**config.mk**
```make
export PLATFORM = sky130hd
export DESIGN_NAME = pps_trig_monitor
export DESIGN_NICKNAME = d
export VERILOG_FILES = /design/src/rtl/pps_pkg.sv /design/src/rtl/pps_edge_sync.sv /design/src/rtl/pps_trig_monitor.sv
export SDC_FILE = /design/constraint.sdc
export NUM_CORES = 1
export LEC_CHECK = 0
export BUFFER_PORTS_ARGS = -buffer_cell sky130_fd_sc_hd__buf_2
export CAP_MARGIN = 20
export CORE_MARGIN = 2
export CORE_UTILIZATION = 64
export CTS_CLUSTER_DIAMETER = 50
export DETAILED_ROUTE_END_ITERATION = 8
export PLACE_DENSITY = 0.89
export REMOVE_ABC_BUFFERS = 1
export SYNTH_ARGS = -nofsm -noshare
export SYNTH_HDL_FRONTEND = slang
export SYNTH_SLANG_ARGS = --single-unit
```
**constraint.sdc**
```tcl
create_clock -name i_clk -period 5.1 [get_ports i_clk]
set_input_delay 1.02 -clock i_clk [delete_from_list [all_inputs] [get_ports i_clk]]
set_output_delay 1.02 -clock i_clk [all_outputs]
set_load 0.005 [all_outputs]
```
**src/rtl/pps_pkg.sv**
```systemverilog
// Shared definitions for the PPS-synchronised trigger train.
// Contents:
//   state_t          FSM encoding of the receive-side monitor (IDLE/ARMED/HIGH)
//   DEF_PULSE_NUM    default trigger pulses per SYNC window (also used by the generator)
//   DEF_HALF_PERIOD  default trigger high time in clock cycles (also used by the generator)
//   sat_inc()        32-bit increment that sticks at all-ones instead of wrapping
package pps_pkg;

   typedef enum logic [3:0] {
      IDLE  = 4'd0,
      ARMED = 4'd1,
      HIGH  = 4'd2
   } state_t;

   localparam int unsigned DEF_PULSE_NUM   = 100;
   localparam int unsigned DEF_HALF_PERIOD = 500000;

   function automatic logic [31:0] sat_inc(input logic [31:0] value);
      return (value == 32'hFFFF_FFFF) ? value : value + 32'd1;
   endfunction

endpackage

```
**src/rtl/pps_edge_sync.sv**
```systemverilog
// Brings one asynchronous pin into the clock domain and produces edge strobes.
// A 2-FF synchroniser is followed by one delay register; the rise/fall strobes
// are registered, so a pin edge shows up as a strobe three clocks later.
// Ports:
//   i_clk   in  1  system clock
//   i_rst   in  1  synchronous, active-high reset
//   i_pin   in  1  asynchronous input
//   o_rise  out 1  1-cycle strobe on a synchronised rising edge
//   o_fall  out 1  1-cycle strobe on a synchronised falling edge
module pps_edge_sync (
   input  logic i_clk,
   input  logic i_rst,
   input  logic i_pin,
   output logic o_rise,
   output logic o_fall
);

   logic meta;
   logic cur;
   logic prev;

   always_ff @(posedge i_clk) begin
      if (i_rst) begin
         meta   <= 1'b0;
         cur    <= 1'b0;
         prev   <= 1'b0;
         o_rise <= 1'b0;
         o_fall <= 1'b0;
      end else begin
         meta   <= i_pin;
         cur    <= meta;
         prev   <= cur;
         o_rise <= cur & ~prev;
         o_fall <= ~cur & prev;
      end
   end

endmodule

```
**src/rtl/pps_trig_monitor.sv**
```systemverilog
// Receive-side checker for the PPS-synchronised trigger train. Between
// consecutive SYNC rising edges it counts trigger pulses, measures the high
// width and rise-to-rise period of each pulse, and reports count and width
// errors when the window closes. A window left open for SYNC_TIMEOUT cycles is
// force-closed and flagged as lost SYNC.
// Ports:
//   i_clk, i_rst    clock, synchronous active-high reset
//   i_sync, i_trig  asynchronous SYNC and trigger pins
//   o_pulse_count   pulses counted in the last closed window
//   o_high_width    high width of the last completed pulse (cycles)
//   o_period        rise-to-rise distance of the last two pulses in a window
//   o_window_done   1-cycle strobe when a window closes and status updates
//   o_err_missing   last window had fewer than PULSE_NUM pulses
//   o_err_extra     last window had more than PULSE_NUM pulses
//   o_err_width     last window had a width outside HALF_PERIOD +/- WIDTH_TOL
//   o_sync_lost     timeout fired; cleared by the next SYNC rising edge
//   o_cstate        FSM state for debug
module pps_trig_monitor
   import pps_pkg::*;
#(
   parameter int unsigned PULSE_NUM    = DEF_PULSE_NUM,
   parameter int unsigned HALF_PERIOD  = DEF_HALF_PERIOD,
   parameter int unsigned WIDTH_TOL    = 16,
   parameter int unsigned SYNC_TIMEOUT = 110000000
) (
   input  logic        i_clk,
   input  logic        i_rst,
   input  logic        i_sync,
   input  logic        i_trig,
   output logic [31:0] o_pulse_count,
   output logic [31:0] o_high_width,
   output logic [31:0] o_period,
   output logic        o_window_done,
   output logic        o_err_missing,
   output logic        o_err_extra,
   output logic        o_err_width,
   output logic        o_sync_lost,
   output logic [3:0]  o_cstate
);

   localparam logic [31:0] PULSE_NUM_W    = 32'(PULSE_NUM);
   localparam logic [31:0] HALF_PERIOD_W  = 32'(HALF_PERIOD);
   localparam logic [32:0] WIDTH_TOL_W    = 33'(WIDTH_TOL);
   localparam logic [31:0] TIMEOUT_LAST   = 32'(SYNC_TIMEOUT - 1);

   logic sync_rise;
   logic sync_fall;
   logic trig_rise;
   logic trig_fall;

   pps_edge_sync u_sync (
      .i_clk  (i_clk),
      .i_rst  (i_rst),
      .i_pin  (i_sync),
      .o_rise (sync_rise),
      .o_fall (sync_fall)
   );

   pps_edge_sync u_trig (
      .i_clk  (i_clk),
      .i_rst  (i_rst),
      .i_pin  (i_trig),
      .o_rise (trig_rise),
      .o_fall (trig_fall)
   );

   state_t      state;
   logic [31:0] cnt;
   logic [31:0] wtimer;
   logic [31:0] width_cnt;
   logic [31:0] period_cnt;
   logic        have_rise;
   logic        werr;

   // SYNC falling edges carry no meaning for the monitor.
   logic unused_ok;
   assign unused_ok = sync_fall;

   // Signed 33-bit difference so widths shorter than HALF_PERIOD are caught too.
   logic signed [32:0] width_diff;
   logic        [32:0] width_mag;
   logic               width_bad;
   assign width_diff = $signed({1'b0, width_cnt}) - $signed({1'b0, HALF_PERIOD_W});
   assign width_mag  = width_diff[32] ? 33'(-width_diff) : 33'(width_diff);
   assign width_bad  = width_mag > WIDTH_TOL_W;

   // A SYNC edge takes priority over a timeout landing in the same cycle.
   logic in_window;
   logic timeout;
   logic close_win;
   assign in_window = (state == ARMED) || (state == HIGH);
   assign timeout   = in_window && !sync_rise && (wtimer == TIMEOUT_LAST);
   assign close_win = in_window && (sync_rise || timeout);

   assign o_cstate = state;

   always_ff @(posedge i_clk) begin
      if (i_rst) begin
         state         <= IDLE;
         cnt           <= '0;
         wtimer        <= '0;
         width_cnt     <= '0;
         period_cnt    <= '0;
         have_rise     <= 1'b0;
         werr          <= 1'b0;
         o_pulse_count <= '0;
         o_high_width  <= '0;
         o_period      <= '0;
         o_window_done <= 1'b0;
         o_err_missing <= 1'b0;
         o_err_extra   <= 1'b0;
         o_err_width   <= 1'b0;
         o_sync_lost   <= 1'b0;
      end else begin
         o_window_done <= 1'b0;

         if (close_win) begin
            o_window_done <= 1'b1;
            o_pulse_count <= cnt;
            o_err_missing <= cnt < PULSE_NUM_W;
            o_err_extra   <= cnt > PULSE_NUM_W;
            o_err_width   <= werr;
         end

         case (state)
            IDLE: begin
               if (sync_rise) begin
                  state       <= ARMED;
                  cnt         <= '0;
                  wtimer      <= '0;
                  period_cnt  <= '0;
                  have_rise   <= 1'b0;
                  werr        <= 1'b0;
                  o_sync_lost <= 1'b0;
               end
            end

            ARMED, HIGH: begin
               wtimer     <= sat_inc(wtimer);
               period_cnt <= sat_inc(period_cnt);
               if (sync_rise) begin
                  // New window opens immediately; a pulse in progress stays
                  // with the old window and its width is never judged.
                  wtimer <= '0;
                  werr   <= 1'b0;
                  if (state == ARMED && trig_rise) begin
                     // Coincident trigger belongs to the new window.
                     state      <= HIGH;
                     cnt        <= 32'd1;
                     width_cnt  <= 32'd1;
                     period_cnt <= 32'd1;
                     have_rise  <= 1'b1;
                  end else begin
                     state     <= ARMED;
                     cnt       <= '0;
                     have_rise <= 1'b0;
                  end
               end else if (timeout) begin
                  state       <= IDLE;
                  o_sync_lost <= 1'b1;
               end else if (state == ARMED) begin
                  if (trig_rise) begin
                     state      <= HIGH;
                     cnt        <= sat_inc(cnt);
                     width_cnt  <= 32'd1;
                     period_cnt <= 32'd1;
                     have_rise  <= 1'b1;
                     if (have_rise) o_period <= period_cnt;
                  end
               end else begin
                  if (trig_fall) begin
                     state        <= ARMED;
                     o_high_width <= width_cnt;
                     if (width_bad) werr <= 1'b1;
                  end else begin
                     width_cnt <= sat_inc(width_cnt);
                  end
               end
            end

            default: state <= IDLE;
         endcase
      end
   end

endmodule
```
==> impl_metrics.tcl, run 1 <==
set metrics [dict create \
    max_slew_margin 0.291 \
    holdCritPathClass "reg2reg" \
    crit_type "reg2reg" \
    htree_levels 1 \
    fin_crit_sh 0.731 \
    crit_chain "inv_1 -> ha_1 -> and4b_1 -> nand3_1 -> nor3_1 -> buf_4 -> nand2b_1 -> or4_2 -> mux2i_1 -> nor2_1" \
    ioPinCount 109 \
    portBuffers 106 \
    setup_viol 0 \
    pre_cts_ws_ps 1480 \
    grt_overflow 0 \
    core-area_sq_um 18000 \
    ys.flop_type "dfxtp_1" \
    netlist_instances 1505 \
    postCtsSetupRepairBufs 0 \
    final-seq-area_sq_um 4840 \
    numCtsBuffers 27 \
    start_util 0.652 \
    ys_ff_latch 242 \
    ff2ff_setup_slack_ps 1370 \
    final_nets 1571 \
    antenna_found_initial 0 \
    critPathArrivalTime_ps 4110 \
    leakage_nw 4.94 \
    critical_path.startpoint "o_cstate[0]" \
    gp_congestion 0.962 \
    cts_resized 0 \
    timing.rr.start "o_cstate[0]" \
    rr_worst_depth 10 \
    totalWireLength_um 28400 \
    start_kind "flop" \
    fin_tns_setup_ps 0 \
    max_freq_ghz 0.268 \
    n_antenna_cell 0 \
    syn_area_per_cell_sq_um 7.81 \
    synth_edf_count 0 \
    first_pass_iters 6 \
    drc_errors 0 \
    endpoint "o_high_width[29]" \
    timing.rr.end "o_high_width[29]" \
    drt_iter0_markers 854 \
    die_w_um 140 \
    async_flop_share 0 \
    drive_above_1_share 0.115 \
    clock_latency_ps 540 \
    wl_per_cell_um 15.8 \
    grt_pass1_wl_um 47000 \
    rsz0062_at_grt "no" \
    hpwl_um 18800 \
    antenna_left 0 \
    hold_viol_final 0 \
    cts-root-buf "clkbuf_16" \
    cap_violations 0 \
    die_area_sq_um 19500 \
    peakVddDrop_mv 0.298 \
    fillCellCount 1388 \
    multi_input_area_sq_um 6400 \
    track_usage 0.280 \
    hold_buffers 0 \
    cts_buffer_depth 3 \
    rows 49 \
    min-delay-start "u_sync.prev" \
    run_status "finished, final reports clean" \
    crit_path_max_incr_delay_ps 900 \
    finalMaxSlewViolations 0 \
    slowest_stage "or4_2" \
    clkSlewWorstSetupHoldPaths_ps 60 \
    die_h_um 140 \
    ys_seq_area_frac 0.412 \
    end_kind "flop" \
    cts_tree "yes" \
    fin_worst_skew_ps 9.58 \
    cp.required_ps 5480 \
    clkSinkCount 242 \
    pwr_density_cell_nw_per_um2 297 \
    finalCriticalPeriod_ps 3730 \
    vias_per_cell 6.05 \
    setup_slack_ps 1370 \
    yosysUniqueCellTypes 69 \
    crit_fanout 47 \
    grt_pass1_vias 9786 \
    yosysWarnings 0 \
    netlist_area_sq_um 11800 \
    grt_max_degree 100 \
    worstMarginPinSlew_ps 1060 \
    vias 10900 \
    area_growth_pct 12.0 \
]
## stage by stage
| stage | utilization | power, W | instance area, sq um | instances | hold slack (ps) |
|---|---|---|---|---|---|
| floorplan | - | 0.00199 | 11400 | 1406 | 367 |
| global placement | 0.681 | 0.00202 | 12300 | 1751 | 371 |
| detailed placement | 0.681 | 0.00203 | 12300 | 1751 | 374 |
| CTS | 0.729 | 0.00393 | 13100 | 1796 | 381 |
| global route | 0.730 | 0.00401 | 13200 | 1797 | 421 |
| finish | 0.730 | 0.00391 | 13200 | 1797 | 379 |
## synthesized netlist by cell type (24+ instances only)
library cell    n  area [sq um]
nand3_1        52           260
inv_1          35           131
nor4_1         24           150
and3_1         28           175
clkbuf_1       90           338
nand4_1        43           269
a21oi_1       129           646
xor2_1         52           455
nor2_1        203           762
o21ai_0        44           220
nor3_1         38           190
nand2_1       222           833
dfxtp_1       242          4840
xnor2_1        42           368
## layout make-up
class | count | area share
Clock buffer | 34 | 0.0564
Clock inverter | 11 | 0.0104
Inverter | 35 | 0.00998
Multi-Input combinational cell | 1129 | 0.486
Sequential cell | 242 | 0.368
Tap cell | 229 | 0.0218
Timing Repair Buffer | 117 | 0.0473
## sequential cells by signal, summed over array words and instances (netlist names), 2 cells and up
| register | flops |
|---|---|
| o_cstate | 2 |
| o_high_width | 32 |
| o_period | 32 |
| o_pulse_count | 32 |
| wtimer | 32 |
| width_cnt | 32 |
| period_cnt | 32 |
| cnt | 32 |
## per-layer routing
metal | vias to the layer above | wire [um] | global-route usage
li1 | 5331 | - | -
met1 | 5100 | 12700 | 0.386
met2 | 385 | 13300 | 0.457
met3 | 47 | 1750 | 0.0403
met4 | 0 | 570 | 0.0863
met5 | - | 0 | 0
## cell usage in the layout, fill, tap and decap left out, types with 21 or more instances in the layout
master     instances
inv_1             35
clkbuf_16         27
nor4_1            23
buf_2            105
or3_1             22
o21ai_0           44
nor3_1            38
nand4_1           43
nand2_1          222
a21oi_1          128
xnor2_1           42
nand3_1           52
and3_1            28
dfxtp_1          242
xor2_1            52
mux2i_1           21
nor2_1           203
## critical path: cells and delay by family, from the launching register on
family	cells	cell delay, ps
muxes	1	330
DFF	1	440
buffers and inverters	2	320
adders and majority gates	1	610
and+or+nand+nor	6	1860
## power breakdown
group / leakage [nW] / switching [W] / internal [W]
registers: 1.95 / 0.00000529 / 0.00190
logic: 2.55 / 0.0000674 / 0.0000194
clock network: 0.439 / 0.000786 / 0.00114
## kinds of logic (layout without fill, tap and decap cells)
group           count (synthesis)  count (layout)  synth area share
simple gates                  728             728             0.297
compound gates                269             269             0.141
flops                         242             242             0.412
buf+inv                       135             197            0.0455
xor+xnor                       94              94            0.0700
mux                            21              21            0.0179
fa+ha+maj                      15              15            0.0160
other cells                     1               2          0.000319
## worst min-delay path by stage
stage                          endpoint  slack [ps]  depth (start not counted)
after floorplan           u_sync.o_rise         370                          1
after global placement    u_sync.o_rise         370                          1
after detailed placement  u_sync.o_rise         370                          1
after CTS                 u_sync.o_rise         380                          1
after global routing      u_sync.o_rise         420                          1
final                     u_sync.o_rise         380                          1
No activity file was read; power rests on OpenSTA's default activity.
==> inputs of run 2 (changes only) <==
--- a/config.mk
+++ b/config.mk
@@ -8,10 +8,10 @@
 export BUFFER_PORTS_ARGS = -buffer_cell sky130_fd_sc_hd__buf_2
 export CAP_MARGIN = 20
 export CORE_MARGIN = 2
-export CORE_UTILIZATION = 64
+export CORE_UTILIZATION = 60
 export CTS_CLUSTER_DIAMETER = 50
 export DETAILED_ROUTE_END_ITERATION = 8
-export PLACE_DENSITY = 0.89
+export PLACE_DENSITY = 0.84
 export REMOVE_ABC_BUFFERS = 1
 export SYNTH_ARGS = -nofsm -noshare
 export SYNTH_HDL_FRONTEND = slang
==> constraint.sdc (replaced) <==
create_clock -name i_clk -period 3.5 [get_ports i_clk]
set_input_delay 0.7 -clock i_clk [delete_from_list [all_inputs] [get_ports i_clk]]
set_output_delay 0.7 -clock i_clk [all_outputs]
set_load 0.005 [all_outputs]
==> run 2 against run 1 <==
Net effect: clock skew up 3.2 ps; sequential cell count unchanged; via count grew 1.7%; clock-buffer cell count is 1 higher; non-clock buffer count is 34 higher; final cell count increased by 4.1%; die area rose by 6.5%; clock power rose by 46%; combinational power rose by 65%; largest cell class unchanged; largest power group unchanged.
==> impl_metrics.tcl, run 2 (synthesis results as in run 1) <==
set metrics [dict create \
    p_sw_w 0.00126 \
    grt_pass1_vias 10000 \
    timing.rr.end "werr" \
    hpwl_um 19900 \
    die_w_um 144 \
    pre_cts_ws_ps 348 \
    run_status "finished, final reports clean" \
    numCtsBuffers 27 \
    start_kind "flop" \
    crit_path_max_incr_delay_ps 640 \
    whs_path_depth 1 \
    post-route-util 0.697 \
    final_cell_mix "dfxtp_1 (242), nand2_1 (222), nor2_1 (203)" \
    clock_power_share 0.491 \
    hold-worst-slack_ps 390 \
    cp.required_ps 3910 \
    cts-root-buf "clkbuf_16" \
    first_pass_iters 6 \
    fin_crit_sh 0.909 \
    portBuffers 106 \
    antenna_left 0 \
    grt_max_degree 47 \
    worstMarginPinSlew_ps 803 \
    p_int_w 0.00446 \
    swShare 0.220 \
    hold_buffers 0 \
    cap_violations 0 \
    clock_latency_ps 530 \
    timing.rr.start "width_cnt[9]" \
    ioPinCount 109 \
    cp_top_family "simple AND/OR/NAND/NOR gates" \
    start_util 0.608 \
    fillCellCount 1577 \
    drt_iter0_markers 925 \
    hold_end "u_sync.o_rise" \
    end_kind "flop" \
    area_growth_pct 14.6 \
    wl_per_cell_um 15.7 \
    finalMaxSlewViolations 0 \
    grt_pass1_wl_um 48200 \
    finalCriticalPeriod_ps 3180 \
    postCtsSetupRepairBufs 0 \
    cpMostUsedCell "or4_4" \
    peakVddDrop_mv 0.325 \
    ff2ff_setup_slack_ps 320 \
    clkSlewWorstSetupHoldPaths_ps 60 \
    drc_errors 0 \
    setup_viol 0 \
    power_w 0.00572 \
    cts_tree "yes" \
    crit_fanout 13 \
    max_slew_margin 0.464 \
    cts_resized 0 \
    n_antenna_cell 0 \
    die_area_sq_um 20700 \
    p_comb_frac 0.025 \
    layout_commonest_cell "dfxtp_1" \
    core-area_sq_um 19300 \
    crit_type "reg2reg" \
    slowest_stage "or4_4" \
    setup_slack_ps 318 \
    htree_levels 1 \
    rsz0062_at_grt "no" \
    final_nets 1605 \
    hold_viol_final 0 \
    pwr_density_cell_nw_per_um2 424 \
    critPathBufInv 0 \
    critPathArrivalTime_ps 3600 \
    antenna_found_initial 0 \
    rows 51 \
    pwr-share-seq 0.484 \
    holdCritPathClass "reg2reg" \
    clkSinkCount 242 \
    gp_congestion 0.949 \
    die_h_um 144 \
    cts_buffer_depth 3 \
    totalWireLength_um 29400 \
    rr_worst_depth 9 \
    max_freq_ghz 0.314 \
    crit_chain "or4_4 -> or4_1 -> o311a_2 -> or4_4 -> xor2_1 -> o32ai_1 -> and4_1 -> a21oi_1 -> a211o_1" \
    min-delay-start "u_sync.prev" \
    leakage_nw 5.10 \
    fin_worst_skew_ps 12.8 \
    vias 11000 \
    grt_overflow 0 \
    cp_num_cells 9 \
    vias_per_cell 5.90 \
    drive_above_1_share 0.136 \
    track_usage 0.280 \
]
-- run 2: area by class of cell --
type                    instances  area (sq um)  share of cell area
inverters                      35           131             0.00975
multi-input cells            1129          6400               0.475
repair buffers                151           871              0.0646
clock buffers                  35           746              0.0553
well taps                     265           332              0.0246
clock inverters                14           150              0.0111
flip-flops and latches        242          4840               0.359
-- run 2: layer usage --
layer  GRT usage  vias up  share of wire
met1       0.377     5230           0.44
met3      0.0407       55          0.064
li1            -     5401              -
met2       0.469      358           0.47
met4      0.0784        0          0.021
met5           0        -              0
-- run 2: power by group through the flow --
stage / Sequential, W / Clock, W / Combinational (W)
6_report: 0.00277 / 0.00281 / 0.000143
5_1_grt: 0.00277 / 0.00294 / 0.000157
4_1_cts: 0.00277 / 0.00284 / 0.000141
3_5_place_dp: 0.00283 / 0 / 0.000140
3_3_place_gp: 0.00283 / 0 / 0.000138
2_1_floorplan: 0.00283 / 0 / 0.0000667
-- run 2: per-stage QoR --
| stage | std cells | instance area [sq um] | setup TNS, ps |
|---|---|---|---|
| floorplan | 1406 | 11400 | -25030 |
| global placement | 1822 | 12600 | 0 |
| detailed placement | 1822 | 12600 | 0 |
| CTS | 1871 | 13500 | 0 |
| global route | 1871 | 13500 | 0 |
| finish | 1871 | 13500 | 0 |
-- run 2: how the worst max path moves through the flow --
stage	from	to	slack, ps
detailed placement	width_cnt[9]	werr	350
global placement	width_cnt[9]	werr	390
global route	width_cnt[16]	werr	90
finish	width_cnt[9]	werr	320
floorplan	o_cstate[0]	o_period[0]	-690
CTS	o_cstate[0]	period_cnt[27]	330
